**src/rtl/button_reader_pkg.sv**
```systemverilog
// -----------------------------------------------------------------------------
// button_reader_pkg
//
// Shared definitions for the push-button reader:
//   - per-button FSM state encoding (3 bits, fixed values)
//   - widths of the per-button stable and hold counters
//   - the registered output bundle of one button
//   - a helper mapping an FSM state to the debounced level it represents
// -----------------------------------------------------------------------------
package button_reader_pkg;

    localparam int STABLE_W = 4;   // stable counter width (debounce ticks)
    localparam int HOLD_W   = 8;   // hold counter width (repeat ticks)

    typedef enum logic [2:0] {
        ST_RELEASED  = 3'd0,
        ST_ARMING    = 3'd1,
        ST_PRESSED   = 3'd2,
        ST_REPEATING = 3'd3,
        ST_DISARMING = 3'd4
    } btn_state_t;

    // Registered outputs of one button, all updated on the same edge.
    typedef struct packed {
        logic level;
        logic press;
        logic rel;
        logic rpt;
    } btn_out_t;

    // The debounced level is 1 in every state that follows an accepted press
    // and precedes an accepted release (DISARMING still counts as held).
    function automatic logic holds_level(btn_state_t s);
        return (s == ST_PRESSED) || (s == ST_REPEATING) || (s == ST_DISARMING);
    endfunction

endpackage

```
**src/rtl/button_reader_fsm.sv**
```systemverilog
// -----------------------------------------------------------------------------
// button_fsm
//
// One push-button channel: 2-flop synchronizer, debounce / auto-repeat FSM,
// the 4-bit stable counter, the 8-bit hold counter and the registered outputs.
//
// Ports:
//   clk    in   system clock
//   reset  in   asynchronous active-low reset; clears every flop
//   tick   in   one-cycle slow timing strobe shared by all buttons
//   raw    in   raw, bouncy, asynchronous button pin (active-high)
//   level  out  debounced level, 1 = held
//   press  out  one-cycle pulse on an accepted press
//   rel    out  one-cycle pulse on an accepted release
//   rpt    out  one-cycle auto-repeat pulse while held
// -----------------------------------------------------------------------------
module button_fsm
    import button_reader_pkg::*;
#(
    parameter int STABLE_TICKS = 2,
    parameter int REPEAT_DELAY = 50,
    parameter int REPEAT_RATE  = 10
) (
    input  logic clk,
    input  logic reset,
    input  logic tick,
    input  logic raw,
    output logic level,
    output logic press,
    output logic rel,
    output logic rpt
);

    // Compare limits, zero-extended to the counter widths.
    localparam logic [STABLE_W-1:0] STABLE_LIMIT = STABLE_W'(STABLE_TICKS);
    localparam logic [HOLD_W-1:0]   DELAY_LIMIT  = HOLD_W'(REPEAT_DELAY);
    localparam logic [HOLD_W-1:0]   RATE_LIMIT   = HOLD_W'(REPEAT_RATE);

    logic                sync_meta;
    logic                sync_in;
    btn_state_t          state;
    btn_state_t          state_nxt;
    logic [STABLE_W-1:0] stable_cnt;
    logic [STABLE_W-1:0] stable_nxt;
    logic [STABLE_W-1:0] stable_inc;
    logic [HOLD_W-1:0]   hold_cnt;
    logic [HOLD_W-1:0]   hold_nxt;
    logic [HOLD_W-1:0]   hold_inc;
    btn_out_t            out_q;
    btn_out_t            out_nxt;

    // -------------------------------------------------------------------------
    // Synchronizer: raw is asynchronous to clk, so it gets two flops before
    // anything else looks at it.
    // -------------------------------------------------------------------------
    // NOTE: flops are always written with non-blocking assignments so every
    // register in the design samples the values present before the edge.
    always_ff @(posedge clk or negedge reset) begin
        if (!reset) begin
            sync_meta <= 1'b0;
            sync_in   <= 1'b0;
        end else begin
            sync_meta <= raw;
            sync_in   <= sync_meta;
        end
    end

    assign stable_inc = stable_cnt + STABLE_W'(1);
    assign hold_inc   = hold_cnt + HOLD_W'(1);

    // -------------------------------------------------------------------------
    // State register: FSM state, both counters and the registered outputs.
    // -------------------------------------------------------------------------
    always_ff @(posedge clk or negedge reset) begin
        if (!reset) begin
            state      <= ST_RELEASED;
            stable_cnt <= '0;
            hold_cnt   <= '0;
            out_q      <= '0;
        end else begin
            state      <= state_nxt;
            stable_cnt <= stable_nxt;
            hold_cnt   <= hold_nxt;
            out_q      <= out_nxt;
        end
    end

    // -------------------------------------------------------------------------
    // Next-state logic. A change of the synchronized input always takes
    // priority over a coincident tick, so that tick is not counted.
    // -------------------------------------------------------------------------
    // NOTE: every signal assigned here gets a default first, so no path can
    // leave one unassigned and infer a latch.
    always_comb begin
        state_nxt  = state;
        stable_nxt = stable_cnt;
        hold_nxt   = hold_cnt;

        case (state)
            ST_RELEASED: begin
                if (sync_in) begin
                    state_nxt  = ST_ARMING;
                    stable_nxt = '0;
                end
            end

            ST_ARMING: begin
                if (!sync_in) begin
                    state_nxt = ST_RELEASED;
                end else if (tick) begin
                    stable_nxt = stable_inc;
                    if (stable_inc == STABLE_LIMIT) begin
                        state_nxt = ST_PRESSED;
                        hold_nxt  = '0;
                    end
                end
            end

            ST_PRESSED: begin
                if (!sync_in) begin
                    state_nxt  = ST_DISARMING;
                    stable_nxt = '0;
                end else if (tick) begin
                    if (hold_inc == DELAY_LIMIT) begin
                        state_nxt = ST_REPEATING;
                        hold_nxt  = '0;
                    end else begin
                        hold_nxt = hold_inc;
                    end
                end
            end

            ST_REPEATING: begin
                if (!sync_in) begin
                    state_nxt  = ST_DISARMING;
                    stable_nxt = '0;
                end else if (tick) begin
                    // Each completed period restarts the count in place.
                    hold_nxt = (hold_inc == RATE_LIMIT) ? '0 : hold_inc;
                end
            end

            ST_DISARMING: begin
                if (sync_in) begin
                    // Short release glitch: back to held, repeat delay restarts,
                    // and no second press is reported.
                    state_nxt = ST_PRESSED;
                    hold_nxt  = '0;
                end else if (tick) begin
                    stable_nxt = stable_inc;
                    if (stable_inc == STABLE_LIMIT) begin
                        state_nxt = ST_RELEASED;
                    end
                end
            end

            default: begin
                state_nxt  = ST_RELEASED;
                stable_nxt = '0;
                hold_nxt   = '0;
            end
        endcase
    end

    // -------------------------------------------------------------------------
    // Output logic: D inputs of the output registers, so each pulse appears on
    // the same edge that takes the FSM through the matching transition.
    // -------------------------------------------------------------------------
    always_comb begin
        out_nxt       = '0;
        out_nxt.level = holds_level(state_nxt);
        out_nxt.press = (state == ST_ARMING) && (state_nxt == ST_PRESSED);
        out_nxt.rel   = (state == ST_DISARMING) && (state_nxt == ST_RELEASED);
        out_nxt.rpt   = ((state == ST_PRESSED) && (state_nxt == ST_REPEATING)) ||
                        ((state == ST_REPEATING) && sync_in && tick &&
                         (hold_inc == RATE_LIMIT));
    end

    assign level = out_q.level;
    assign press = out_q.press;
    assign rel   = out_q.rel;
    assign rpt   = out_q.rpt;

endmodule

```
**src/rtl/button_reader.sv**
```systemverilog
// -----------------------------------------------------------------------------
// button_reader
//
// Reads NUM_BTNS raw push-buttons and produces clean debounced levels plus
// one-cycle press, release and auto-repeat pulses per button. A single shared
// prescaler generates the slow tick used for all debounce and repeat timing.
//
// Ports:
//   clk          in   system clock
//   reset        in   asynchronous active-low reset
//   btn_in       in   [NUM_BTNS] raw button pins, active-high, async to clk
//   btn_level    out  [NUM_BTNS] debounced state, 1 = held
//   btn_press    out  [NUM_BTNS] one-cycle pulse on an accepted press
//   btn_release  out  [NUM_BTNS] one-cycle pulse on an accepted release
//   btn_repeat   out  [NUM_BTNS] one-cycle auto-repeat pulse while held
// -----------------------------------------------------------------------------
module button_reader
    import button_reader_pkg::*;
#(
    parameter int NUM_BTNS     = 4,
    parameter int TICK_BITS    = 20,
    parameter int STABLE_TICKS = 2,
    parameter int REPEAT_DELAY = 50,
    parameter int REPEAT_RATE  = 10
) (
    input  logic                clk,
    input  logic                reset,
    input  logic [NUM_BTNS-1:0] btn_in,
    output logic [NUM_BTNS-1:0] btn_level,
    output logic [NUM_BTNS-1:0] btn_press,
    output logic [NUM_BTNS-1:0] btn_release,
    output logic [NUM_BTNS-1:0] btn_repeat
);

    logic [TICK_BITS-1:0] prescaler;
    logic                 tick;

    // Free-running prescaler; wraps naturally every 2^TICK_BITS cycles.
    always_ff @(posedge clk or negedge reset) begin
        if (!reset) begin
            prescaler <= '0;
        end else begin
            prescaler <= prescaler + TICK_BITS'(1);
        end
    end

    // One-cycle strobe while the prescaler is all-ones; the first one after
    // reset therefore lands in cycle 2^TICK_BITS-1.
    assign tick = &prescaler;

    for (genvar i = 0; i < NUM_BTNS; i++) begin : g_btn
        button_fsm #(
            .STABLE_TICKS (STABLE_TICKS),
            .REPEAT_DELAY (REPEAT_DELAY),
            .REPEAT_RATE  (REPEAT_RATE)
        ) u_fsm (
            .clk   (clk),
            .reset (reset),
            .tick  (tick),
            .raw   (btn_in[i]),
            .level (btn_level[i]),
            .press (btn_press[i]),
            .rel   (btn_release[i]),
            .rpt   (btn_repeat[i])
        );
    end

endmodule
```
**config.mk**
```make
export PLATFORM = sky130hd
export DESIGN_NAME = button_reader
export DESIGN_NICKNAME = d
export VERILOG_FILES = /design/src/rtl/button_reader_pkg.sv /design/src/rtl/button_reader_fsm.sv /design/src/rtl/button_reader.sv
export SDC_FILE = /design/constraint.sdc
export NUM_CORES = 1
export LEC_CHECK = 0
export CAP_MARGIN = 30
export CORE_MARGIN = 5
export CORE_UTILIZATION = 55
export CTS_BUF_LIST = sky130_fd_sc_hd__clkbuf_16
export DETAILED_ROUTE_END_ITERATION = 10
export PLACE_DENSITY = 0.77
export SYNTH_ARGS = -nofsm -noshare
export SYNTH_HDL_FRONTEND = slang
export SYNTH_HIERARCHICAL = 1
export SYNTH_SLANG_ARGS = --single-unit
```
**constraint.sdc**
```tcl
create_clock -name clk -period 3.7 [get_ports clk]
set_clock_uncertainty 0.1 [all_clocks]
set_input_delay 0.37 -clock clk [delete_from_list [all_inputs] [get_ports clk]]
set_output_delay 0.37 -clock clk [all_outputs]
set_load 0.02 [all_outputs]
```
======== Word-level counts from Yosys, hierarchy flattened ========
Index checks and enable logic that the tools add are counted.
word-level totals
  bits in writable memories ............... 0
  memories ................................ 0
  latch bits .............................. 0
  memory bits (read-only) ................. 0
  register bits after elaboration ......... 104
cells by class
  bitwise gates (word level) .............. 4
  eq/ne operators ......................... 84
  $add $sub $neg .......................... 9
  div/mod/pow operators ................... 0
  shifts and indexed selects .............. 0
  order comparisons ....................... 0
  multipliers ............................. 0
  mux-type cells .......................... 116
  reductions and logical operators ........ 57
operators by type and width
  cell                                                   count
  two-way mux 8 bit                                      40
  case mux 8 bit (5 select lines)                        4
  two-way mux 3 bit                                      44
  two-way mux 4 bit                                      20
  case mux 4 bit (4 select lines)                        4
  inequality test 2 x 1 -> 1 bit, second input constant  30
  case mux 3 bit (5 select lines)                        4
  equality test 3 x 2 -> 1 bit, second input constant    16
  AND reduction 9 bit                                    4
  adder 8 x 1 -> 8 bit, second input constant            4
  equality test 8 x 4 -> 1 bit, second input constant    4
  equality test 8 x 6 -> 1 bit, second input constant    4
  inequality test 2 bit, second input constant           14
  equality test 3 bit, second input constant             8
  logical AND 1 bit                                      24
  logical NOT 3 bit                                      8
  adder 20 x 1 -> 20 bit, second input constant          1
  AND reduction 20 bit                                   1
  adder 4 x 1 -> 4 bit, second input constant            4
  equality test 4 x 2 -> 1 bit, second input constant    4
  AND reduction 4 bit                                    4
  equality test 3 x 1 -> 1 bit, second input constant    4
  logical OR 1 bit                                       12
  OR reduction 2 bit                                     4
  NOT 1 bit                                              4

======== Longest topological paths before layout ========
Gate-level depths: netlist of run 1.
  depth after elaboration ................. 9
  gate-level depth with buffers ........... 11
  mapped depth without buffers ............ 11

======== By module ========
Netlist of run 1, hierarchy kept.
modules (own cells, without submodules)
  module         cells an instance  instances  area an instance (um2)
  button_fsm     148                4          1,370.1
  button_reader  73                 1          857.1

======== Least setup slack after synthesis of run 1 ========
OpenSTA, ideal clock, no wires.
  path kind ............................... reg-to-reg
  from .................................... register prescaler[0]
  to ...................................... register g_btn[0].u_fsm.hold_cnt[3]
  stages on the path, launching flop included .. 11
  setup time .............................. 104 ps
  slack ................................... 566 ps
  data arrival time ....................... 2,931 ps
  path buffers ............................ 0
  cell sequence ........................... dfrtp_1 ha_1 nand3_1 nor2_1 nand2_1 nor2_1 nand4_1 o22ai_2 a31oi_1 or4_1 o311ai_1
on the way
  word-level cells in the longest chain between the ends .. 3
  elaborated cells between the ends (all ways) .. 5
  those cells by class .................... eq/ne (3); reduce/logical (2)
RTL lines
  what                                      RTL line                 RTL
  start: declaration                        button_reader.sv:35      logic [TICK_BITS-1:0] prescaler;
  start signal: assignment                  button_reader.sv:43      prescaler <= prescaler + TICK_BITS'(1);
  AND reduction 20 bit (*)                  button_reader.sv:49      assign tick = &prescaler;
  via tick                                  button_reader.sv:36      logic tick;
  inequality test 2 x 1 -> 1 bit (no line)  -
  AND reduction 9 bit (no line) (*)         -
  end signal: assignment                    button_reader_fsm.sv:83  hold_cnt <= hold_nxt;
  end: declaration                          button_reader_fsm.sv:46  logic [HOLD_W-1:0] hold_cnt;
Mark *: on every way through the listed nets, which the timed path passes. The rest lies on a longest branch.
A chain may end at the register's enable or synchronous reset.

======== Worst setup path in the final report of run 1 ========
Same ends and word-level chain as after synthesis.

==> impl_metrics.py, run 1 <==
metrics = {
    "outcome": {
        "status": "finished, final reports clean",
    },
    "worst_setup_path": {
        "crit_buf_inv": 1,
        "worstSetupStartpoint": "prescaler[0]",
        "crit_path_start_kind": "flip-flop",
        "crit_arrival_ns": 3.37,
        "cp_slowest_cell": "or4_1",
        "cp_max_fo": 28,
        "crit-reg2reg-launch": "prescaler[0]",
        "critPathTopFamily": "simple AND/OR/NAND/NOR gates",
        "cp_data_required_time_ns": 3.84,
        "r2r_setup_slack_ns": 0.47,
        "max_stage_delay_ns": 0.57,
        "path_class": "flip-flop to flip-flop",
        "path_cells": "ha_1 > nand3_1 > nor2_1 > nand2_1 > nor2_2 > buf_4 > nand4_1 > o22ai_2 > a31oi_1 > or4_1 > o311ai_1",
        "end_kind": "flip-flop",
    },
    "power": {
        "power_density_nw_per_um2": 355.5,
        "power_switching_w": 0.0005555,
        "p_sw_share_pct": 22.66,
        "power_frac_comb_pct": 6.0,
        "power_leakage_nw": 2.944,
        "clkPwrFrac_pct": 43.4,
        "irDropWorstVdd_mv": 0.3207,
        "p_int_w": 0.001896,
        "p_seq_share_pct": 50.6,
    },
    "yosys": {
        "postSynthAreaPerCell_um2": 9.530,
        "yosysSeqAreaShare_pct": 41.07,
        "synthArstFlopShare_pct": 100.0,
        "yosys.area.top_type": "dfrtp_1",
        "ys_ff_latch": 104,
        "syn-num-nets": 688,
        "syn_inst": 665,
        "syn_area_um2": 6337,
        "synthFlopType": "dfrtp_1",
        "ys.warnings.count": 6,
        "yosysTopAreaCellShare_pct": 41.07,
        "synth-edff-count": 0,
        "synth.distinct_cells": 53,
        "ys_top_cells_by_area": "dfrtp_1, o21ai_0, ha_1",
    },
    "placed_design": {
        "port_buffers": 21,
        "place_inst": 796,
        "place.gp.congestion": 0.8903,
        "hpwl_um": 8661,
    },
    "clocking": {
        "tritoncts": "yes",
        "ctsHoldBuffers": 0,
        "cts-root-buf": "clkbuf_16",
        "clock_latency_ns": 0.35,
        "post-cts-setup-buffers": 0,
        "clock-sinks": 104,
        "cts_buffers": 9,
        "clkTransAtPathRegs_ns": 0.07,
        "clk_path_buf_depth": 2,
        "htreeDepth": 3,
        "post_cts_resized": 0,
    },
    "floorplanning": {
        "die_area_um2": 13770,
        "die_w_um": 117.3,
        "start_util_pct": 55.74,
        "core.rowCount": 39,
        "die_h_um": 117.3,
        "ioPinCount": 22,
        "core_area_um2": 11370,
    },
    "run": {
        "max_cap_violations": 0,
    },
    "timing": {
        "layout_min_cycle_time_ns": 3.231,
        "tightest_slew_ns": 0.9648,
        "tns_ns": 0,
        "grt_setup_unrepaired": "false",
        "hold_viol_final": 0,
        "slew_violations": 0,
        "final.period_utilization_pct": 87.34,
        "relSlewSlack_pct": 35.38,
        "max_freq_ghz": 0.3095,
        "setup_violations": 0,
    },
    "cells_and_area": {
        "mostFrequentLayoutCells": "dfrtp_1, o21ai_0, nand2_1, nand3_1, inv_1",
        "layout_commonest_cell": "dfrtp_1",
        "fin_cells": 812,
        "drive_gt1_share_pct": 9.118,
        "syn2layout_area_growth_pct": 8.805,
        "regArea_um2": 2603,
        "nFillCells": 957,
        "layout.nets": 687,
        "multi_input_area_um2": 3442,
        "antenna_cells": 0,
    },
    "hold_path": {
        "hold_class": "input port to asynchronous set/reset pin",
    },
    "grt": {
        "grt.met3_usage_pct": 3.705,
        "grt_use_met2_pct": 31.05,
        "grt_pass1_vias": 4700,
        "grt_pass1_wl_um": 22020,
        "met1_usage_pct": 24.36,
        "grt_max_degree": 66,
        "antenna_found_initial": 0,
        "gr-total-overflow": 0,
        "grtUsageTotal_pct": 18.59,
        "busiest_layer": "met2",
    },
    "route": {
        "postRouteWirelength_um": 12420,
        "wl_per_cell_um": 15.29,
        "ant_nets": 0,
        "remaining_drc_errors": 0,
        "num_vias": 4953,
        "via_per_inst": 6.100,
        "drt-pass1-iter-count": 5,
        "first_iter_violations": 350,
    },
}
==> synthesized netlist by cell type (5+ instances only) <==
cell type,instances
dfrtp_1,104
o21ai_0,48
nand2_1,46
nand3_1,35
nor2_1,29
a21oi_1,28
inv_1,28
nor3_1,28
xor2_1,22
a31oi_1,20
buf_2,20
nand2b_1,20
ha_1,17
xnor2_1,16
and3_1,13
nor2b_1,12
o31ai_1,12
nand4_1,11
nor4_1,10
a21o_1,8
buf_4,8
clkbuf_1,8
o21bai_1,8
or2_2,5
==> final cells by class <==
class	instances	area share, %
inverter	28	1.524
tap	143	2.595
multi-input combinational	497	49.92
clock buffer	9	3.266
timing repair buffer	24	3.339
sequential	104	37.74
clock inverter	7	1.615
==> through the flow <==
stage	total power (W)	instance area [um^2]	setup WS, ns	utilization, %	hold WS (ns)
2_1_floorplan	0.001350	6337	0.5657	-	-0.02559
3_3_place_gp	0.001401	6559	0.7293	57.69	0.2350
3_5_place_dp	0.001410	6559	0.5218	57.69	0.2347
4_1_cts	0.002487	6895	0.4837	60.65	0.05095
5_1_grt	0.002561	6895	0.2108	60.65	0.09850
6_report	0.002451	6895	0.4686	60.65	0.01090
==> logic make-up (layout without fill, tap and decap cells) <==
| group | after synthesis | count (layout) | share of synthesized area [%] |
|---|---|---|---|
| buffers and inverters | 64 | 68 | 4.660 |
| AND/OR/NAND/NOR | 274 | 274 | 26.71 |
| AO/OA/AOI/OAI | 168 | 168 | 18.95 |
| adder cells (fa/ha/maj) | 17 | 17 | 3.356 |
| flip-flops | 104 | 104 | 41.07 |
| XOR/XNOR | 38 | 38 | 5.252 |
==> power by group through the flow <==
stage                     sequential [W]  clock [W]  combinational [W]
after floorplan                  0.00124          0           0.000107
after global placement           0.00126          0           0.000142
after detailed placement         0.00126          0           0.000148
after CTS                        0.00124    0.00110           0.000149
after global routing             0.00125    0.00114           0.000173
final                            0.00124    0.00106           0.000146
==> per-layer routing <==
metal	wire length [um]	up-vias
met5	0	-
met4	148	0
met3	451	17
met2	6277	107
met1	5540	2405
li1	-	2424
==> registers in the layout, summed over array words and instances, names as in the netlist <==
| name | cells |
|---|---|
| g_btn.u_fsm/sync_in | 4 |
| g_btn.u_fsm/press | 4 |
| g_btn.u_fsm/rel | 4 |
| g_btn.u_fsm/hold_cnt | 32 |
| g_btn.u_fsm/sync_meta | 4 |
| g_btn.u_fsm/level | 4 |
| g_btn.u_fsm/rpt | 4 |
| prescaler | 20 |
| g_btn.u_fsm/stable_cnt | 16 |
| g_btn.u_fsm/state | 12 |
==> path summary, 6_finish.rpt <==
| check | to | depth (start not counted) |
|---|---|---|
| setup / recovery | g_btn[0].u_fsm/hold_cnt[3] | 11 |
| setup reg to reg | g_btn[0].u_fsm/hold_cnt[3] | 11 |
| hold reg to reg | g_btn[2].u_fsm/sync_in | 0 |
| hold / removal | g_btn[2].u_fsm/hold_cnt[0] | 1 |
| max in group asynchronous | g_btn[2].u_fsm/state[2] | 2 |
| min in group clk | g_btn[2].u_fsm/sync_in | 0 |
==> worst register-to-register path: stages (launching register included) <==
cell	delay [ns]
dfrtp_1	0.40
ha_1	0.20
nand3_1	0.17
nor2_1	0.26
nand2_1	0.10
nor2_2	0.11
buf_4	0.30
nand4_1	0.17
o22ai_2	0.26
a31oi_1	0.38
or4_1	0.57
o311ai_1	0.10
Power figures use the tool's default switching activity.
==> run 2, diff against run 1 <==
--- a/config.mk
+++ b/config.mk
@@ -10,8 +10,8 @@
 export CORE_UTILIZATION = 55
 export CTS_BUF_LIST = sky130_fd_sc_hd__clkbuf_16
 export DETAILED_ROUTE_END_ITERATION = 10
+export MAX_ROUTING_LAYER = met4
 export PLACE_DENSITY = 0.77
 export SYNTH_ARGS = -nofsm -noshare
 export SYNTH_HDL_FRONTEND = slang
-export SYNTH_HIERARCHICAL = 1
 export SYNTH_SLANG_ARGS = --single-unit
==> impl_metrics.py, run 2 <==
metrics = {
    "outcome": {
        "status": "finished, violations left",
        "failed_checks": "negative hold slack",
    },
    "power": {
        "p_seq_share_pct": 50.7,
        "power_density_nw_per_um2": 336.6,
        "power_switching_w": 0.0004724,
        "p_int_w": 0.001814,
        "clkPwrFrac_pct": 47.1,
        "power_leakage_nw": 2.798,
        "irDropWorstVdd_mv": 0.2815,
        "p_sw_share_pct": 20.66,
        "power_frac_comb_pct": 2.2,
    },
    "route": {
        "num_vias": 4986,
        "postRouteWirelength_um": 12570,
        "wl_per_cell_um": 15.54,
        "via_per_inst": 6.163,
        "drt-pass1-iter-count": 6,
        "remaining_drc_errors": 0,
        "first_iter_violations": 382,
        "ant_nets": 0,
    },
    "yosys": {
        "yosys.area.top_type": "dfrtp_1",
        "synth.distinct_cells": 76,
        "ys_top_cells_by_area": "dfrtp_1, ha_1, nand3_1",
        "yosys.cell_count.top_type": "dfrtp_1",
        "ys_ff_latch": 104,
        "syn-num-nets": 705,
        "yosysTopAreaCellShare_pct": 40.89,
        "ys.warnings.count": 0,
        "synthFlopType": "dfrtp_1",
        "synthArstFlopShare_pct": 100.0,
        "syn_inst": 682,
        "yosysSeqAreaShare_pct": 40.89,
        "synth-edff-count": 0,
        "syn_area_um2": 6365,
        "yosys-top-cells-count": "dfrtp_1, nor2_1, nand2_1",
        "postSynthAreaPerCell_um2": 9.333,
    },
    "cells_and_area": {
        "reg_top3": "g_btn.u_fsm.hold_cnt (32), prescaler (20), g_btn.u_fsm.stable_cnt (16)",
        "design_area_um2": 6793,
        "drive_gt1_share_pct": 7.808,
        "largest_reg_flops": 32,
        "layout_commonest_cell": "dfrtp_1",
        "regMostFlops": "g_btn.u_fsm.hold_cnt",
        "antenna_cells": 0,
        "regArea_um2": 2603,
        "multi_input_area_um2": 3343,
        "mostFrequentLayoutCells": "dfrtp_1, nor2_1, nand2_1, nand3_1, inv_1",
        "syn2layout_area_growth_pct": 6.723,
        "layout.nets": 684,
        "nFillCells": 950,
    },
    "floorplanning": {
        "core_area_um2": 11370,
        "die_w_um": 117.6,
        "ioPinCount": 22,
        "die_h_um": 117.6,
        "start_util_pct": 55.98,
        "die_area_um2": 13820,
        "core.rowCount": 39,
    },
    "timing": {
        "tightest_slew_ns": 0.9475,
        "relSlewSlack_pct": 36.54,
        "grt_setup_unrepaired": "false",
        "holdWs_ns": -0.004677,
        "setup_violations": 0,
        "tns_ns": 0,
        "max_freq_ghz": 0.3431,
        "layout_min_cycle_time_ns": 2.914,
        "final.period_utilization_pct": 78.77,
        "hold_viol_final": 4,
        "slew_violations": 0,
    },
    "worst_setup_path": {
        "crit_path_start_kind": "flip-flop",
        "crit_arrival_ns": 3.05,
        "end_kind": "flip-flop",
        "cp_max_fo": 18,
        "worstSetupStartpoint": "prescaler[0]",
        "crit-reg2reg-launch": "prescaler[0]",
        "cp_data_required_time_ns": 3.83,
        "path_class": "flip-flop to flip-flop",
    },
    "clocking": {
        "post_cts_resized": 0,
        "cts_buffers": 9,
        "ctsHoldBuffers": 0,
        "clock-sinks": 104,
        "clk_path_buf_depth": 2,
        "clock_latency_ns": 0.35,
        "post-cts-setup-buffers": 0,
        "htreeDepth": 3,
        "cts-root-buf": "clkbuf_16",
        "tritoncts": "yes",
        "clkTransAtPathRegs_ns": 0.07,
    },
    "placed_design": {
        "dpl_cell_area_um2": 6456,
        "place.gp.congestion": 0.9223,
        "port_buffers": 21,
        "hpwl_um": 8796,
    },
    "grt": {
        "grtUsageTotal_pct": 19.15,
        "grt_pass1_vias": 4733,
        "antenna_found_initial": 0,
        "gr-total-overflow": 0,
        "grt_pass1_wl_um": 22100,
        "grt_max_degree": 66,
    },
    "hold_path": {
        "hold_class": "input port to asynchronous set/reset pin",
    },
    "run": {
        "max_cap_violations": 0,
    },
}
-- run 2: changes by cell type after synthesis, sizes merged, moves of 10 or more --
cell	change
clkbuf	+17
nor2	+21
nor3	-10
o21ai	-26
xor2	-11
-- run 2: cell type report --
class,instances,area share [%]
Sequential cell,104,38.31
Tap cell,143,2.634
Inverter,25,1.381
Timing Repair Buffer,25,3.500
Clock inverter,7,1.639
Clock buffer,9,3.316
Multi-Input combinational cell,496,49.22
-- run 2: logic make-up after synthesis --
kind of cell / after synthesis / synth area share, %
DFF: 104 / 40.89
AOI/OAI and AO/OA: 172 / 21.13
and+or+nand+nor: 273 / 23.31
xor gates and xnor gates: 31 / 4.266
muxes: 3 / 0.4718
adders and majority gates: 17 / 3.342
buffers and inverters: 82 / 6.585
-- run 2: layer usage --
metal / track usage, % / part of all wire (%) / routed length (um) / up-vias
met5: - / 0 / 0 / -
met4: 5.161 / 1.1 / 137 / 0
met3: 4.517 / 4.4 / 548 / 16
met2: 30.98 / 49 / 6173 / 117
met1: 24.27 / 45 / 5710 / 2415
li1: - / - / - / 2438
-- run 2: worst max-delay path: stages, from the launching register on --
cell,delay (ns)
dfrtp_1,0.41
ha_1,0.22
and3_1,0.23
nand3b_2,0.41
nor3_2,0.13
a31oi_1,0.76
and2b_1,0.30
a22o_1,0.22
-- run 2: per-stage QoR --
stage	hold slack [ns]	setup slack [ns]	instances	util (%)	power (W)
2_1_floorplan	-0.02559	1.361	682	-	0.001198
6_report	-0.004677	0.7856	809	59.74	0.002287
5_1_grt	0.07023	0.5695	809	59.74	0.002363
4_1_cts	0.02512	0.7603	809	59.74	0.002316
3_5_place_dp	0.2363	0.7810	793	56.78	0.001233
3_3_place_gp	0.2324	0.8902	792	56.72	0.001230
-- run 2: final timing paths --
path | slack, ns | to | cells past startpoint
worst min-delay path | -0.005 | g_btn[0].u_fsm.hold_cnt[2] | 1
worst max register to register | 0.79 | g_btn[3].u_fsm.hold_cnt[5] | 7
max in group asynchronous | 2.68 | g_btn[3].u_fsm.state[1] | 2
worst min register to register | 0.25 | g_btn[2].u_fsm.sync_in | 0
min in group clk | 0.25 | g_btn[2].u_fsm.sync_in | 0
worst max-delay path | 0.79 | g_btn[3].u_fsm.hold_cnt[5] | 7
-- run 2: power groups by stage --
stage	Combinational [W]	Sequential [W]	Clock, W
2_1_floorplan	0.0000295	0.00117	0
3_3_place_gp	0.0000509	0.00118	0
3_5_place_dp	0.0000528	0.00118	0
4_1_cts	0.0000530	0.00116	0.00111
5_1_grt	0.0000590	0.00116	0.00114
6_report	0.0000509	0.00116	0.00108
==> run 3, diff against run 2 <==
--- a/config.mk
+++ b/config.mk
@@ -11,7 +11,7 @@
 export CTS_BUF_LIST = sky130_fd_sc_hd__clkbuf_16
 export DETAILED_ROUTE_END_ITERATION = 10
 export MAX_ROUTING_LAYER = met4
-export PLACE_DENSITY = 0.77
+export PLACE_DENSITY = 0.8
 export SYNTH_ARGS = -nofsm -noshare
 export SYNTH_HDL_FRONTEND = slang
 export SYNTH_SLANG_ARGS = --single-unit
==> constraint.sdc (replaced) <==
create_clock -name clk -period 2.4 [get_ports clk]
set_clock_uncertainty 0.1 [all_clocks]
set_input_delay 0.24 -clock clk [delete_from_list [all_inputs] [get_ports clk]]
set_output_delay 0.24 -clock clk [all_outputs]
set_load 0.02 [all_outputs]
==> impl_metrics.py, run 3 (same netlist as run 2, synthesis figures left out) <==
metrics = {
    "outcome": {
        "status": "finished, final reports clean",
    },
    "floorplanning": {
        "start_util_pct": 55.98,
        "core.rowCount": 39,
        "die_h_um": 117.6,
        "core_area_um2": 11370,
        "die_w_um": 117.6,
        "die_area_um2": 13820,
        "ioPinCount": 22,
    },
    "cells_and_area": {
        "mostFrequentLayoutCells": "dfrtp_1, nor2_1, nand2_1, buf_4, nand3_1",
        "drive_gt1_share_pct": 17.07,
        "largest_reg_flops": 32,
        "regMostFlops": "g_btn.u_fsm.hold_cnt",
        "layout_commonest_cell": "dfrtp_1",
        "syn2layout_area_growth_pct": 15.14,
        "layout.nets": 727,
        "antenna_cells": 0,
        "final_util_pct": 64.45,
        "reg_top3": "g_btn.u_fsm.hold_cnt (32), prescaler (20), g_btn.u_fsm.stable_cnt (16)",
    },
    "clocking": {
        "cts_buffers": 9,
        "tritoncts": "yes",
        "clk_path_buf_depth": 2,
        "clock-sinks": 104,
        "cts-root-buf": "clkbuf_16",
        "clock_latency_ns": 0.36,
        "clkTransAtPathRegs_ns": 0.07,
        "htreeDepth": 3,
    },
    "worst_setup_path": {
        "path_class": "flip-flop to flip-flop",
        "crit_arrival_ns": 2.45,
        "crit_buf_inv": 0,
        "critPathTopFamily": "compound AO/OA/AOI/OAI gates",
        "path_cells": "ha_2 > nand3_1 > nor4b_2 > a32oi_2 > o31a_1 > a21o_1 > a22o_1",
        "crit_path_start_kind": "flip-flop",
        "cp_data_required_time_ns": 2.54,
        "cp_slowest_cell": "dfrtp_1",
        "cp_max_fo": 8,
        "end_kind": "flip-flop",
        "max_stage_delay_ns": 0.37,
    },
    "grt": {
        "grt_pass1_vias": 5088,
        "gr-total-overflow": 0,
        "met1_usage_pct": 25.72,
        "grt_use_met2_pct": 33.24,
        "antenna_found_initial": 0,
        "grt.met3_usage_pct": 4.229,
        "grtUsageTotal_pct": 20.56,
        "grt_pass1_wl_um": 23610,
        "grt_max_degree": 41,
        "busiest_layer": "met2",
    },
    "timing": {
        "hold_viol_final": 0,
        "final.period_utilization_pct": 96.59,
        "tightest_slew_ns": 0.5460,
        "fin_ws_ns": 0.08189,
        "slew_violations": 0,
        "relSlewSlack_pct": 63.60,
        "grt_setup_unrepaired": "true",
        "layout_min_cycle_time_ns": 2.318,
        "setup_violations": 0,
        "max_freq_ghz": 0.4314,
    },
    "power": {
        "irDropWorstVdd_mv": 0.5102,
        "p_int_w": 0.002614,
        "clkPwrFrac_pct": 44.4,
        "p_seq_share_pct": 52.6,
        "power_switching_w": 0.0007665,
        "power_frac_comb_pct": 3.0,
        "p_sw_share_pct": 22.67,
        "power_leakage_nw": 3.105,
        "power_density_nw_per_um2": 461.3,
    },
    "placed_design": {
        "port_buffers": 21,
        "hpwl_um": 9592,
        "place.gp.congestion": 0.9642,
        "post-place-ws_ns": -0.08748,
    },
    "run": {
        "max_cap_violations": 0,
    },
    "route": {
        "num_vias": 5292,
        "wl_per_cell_um": 16.38,
        "via_per_inst": 6.211,
        "remaining_drc_errors": 0,
        "drt-pass1-iter-count": 5,
        "postRouteWirelength_um": 13950,
        "ant_nets": 0,
        "first_iter_violations": 631,
    },
    "hold_path": {
        "hold_class": "input port to flip-flop",
    },
}
==> run 3: cell count changes in the layout (fill, tap and decap cells not counted), moves of 3 or more <==
cell	change
a31oi_1	-5
nor4b_2	+4
nor3_2	-4
buf_4	+40
ha_1	-4
a31oi_2	+4
nor4b_1	-5
nor3_4	+4
ha_2	+3
==> run 3: what timing repair did <==
item	4_1_cts	5_1_grt
endpoints found under the setup margin	6	45
cloned	0	0
endpoints found under the hold margin	38	0
pin swaps	0	5
buffers inserted	0	3
hold buffers	1	0
resized for setup	5	34
==> run 3: path summary, 6_finish.rpt <==
check | from | endpoint | slack, ns | depth (start not counted)
max in group asynchronous | reset | prescaler[16] | 1.13 | 3
min reg2reg | g_btn[3].u_fsm.sync_meta | g_btn[3].u_fsm.sync_in | 0.25 | 0
min | btn_in[2] | g_btn[2].u_fsm.sync_meta | 0.22 | 1
max | g_btn[3].u_fsm.hold_cnt[1] | g_btn[3].u_fsm.hold_cnt[6] | 0.08 | 7
min in group asynchronous | reset | g_btn[2].u_fsm.state[1] | 0.32 | 2
max reg2reg | g_btn[3].u_fsm.hold_cnt[1] | g_btn[3].u_fsm.hold_cnt[6] | 0.08 | 7
==> run 3: power by group through the flow <==
| stage | sequential, W | combinational [W] | clock [W] |
|---|---|---|---|
| after CTS | 0.00178 | 0.000104 | 0.00154 |
| after global placement | 0.00181 | 0.0000983 | 0 |
| after detailed placement | 0.00181 | 0.000102 | 0 |
| after global routing | 0.00178 | 0.000116 | 0.00160 |
| final | 0.00178 | 0.000103 | 0.00150 |
| after floorplan | 0.00180 | 0.0000455 | 0 |
==> run 3: per-stage QoR <==
step	cells	cell area (um^2)	power, W	TNS [ns]	hold slack, ns
3_5_place_dp	832	6774	0.001913	-0.1428	0.1711
4_1_cts	849	7114	0.003424	-0.001287	0.2065
2_1_floorplan	682	6365	0.001847	0	-0.1556
3_3_place_gp	832	6774	0.001909	0	0.1614
6_report	852	7328	0.003381	0	0.2215
5_1_grt	852	7328	0.003497	-0.1752	0.2164
==> run 3: final cells by class <==
class / instances / area (um^2)
Clock inverter: 7 / 78.83
Multi-Input combinational cell: 496 / 3560
Timing Repair Buffer: 68 / 588.1
Sequential cell: 104 / 2604
Clock buffer: 9 / 225.2
Inverter: 25 / 93.84
Fill cell: 893 / 4041
Tap cell: 143 / 178.9
==> run 3: layer usage <==
layer  part of all wire [%]  up-vias
li1                       -     2516
met1                     42     2591
met2                     52      161
met3                    4.5       24
met4                    1.7        0
met5                      0        -
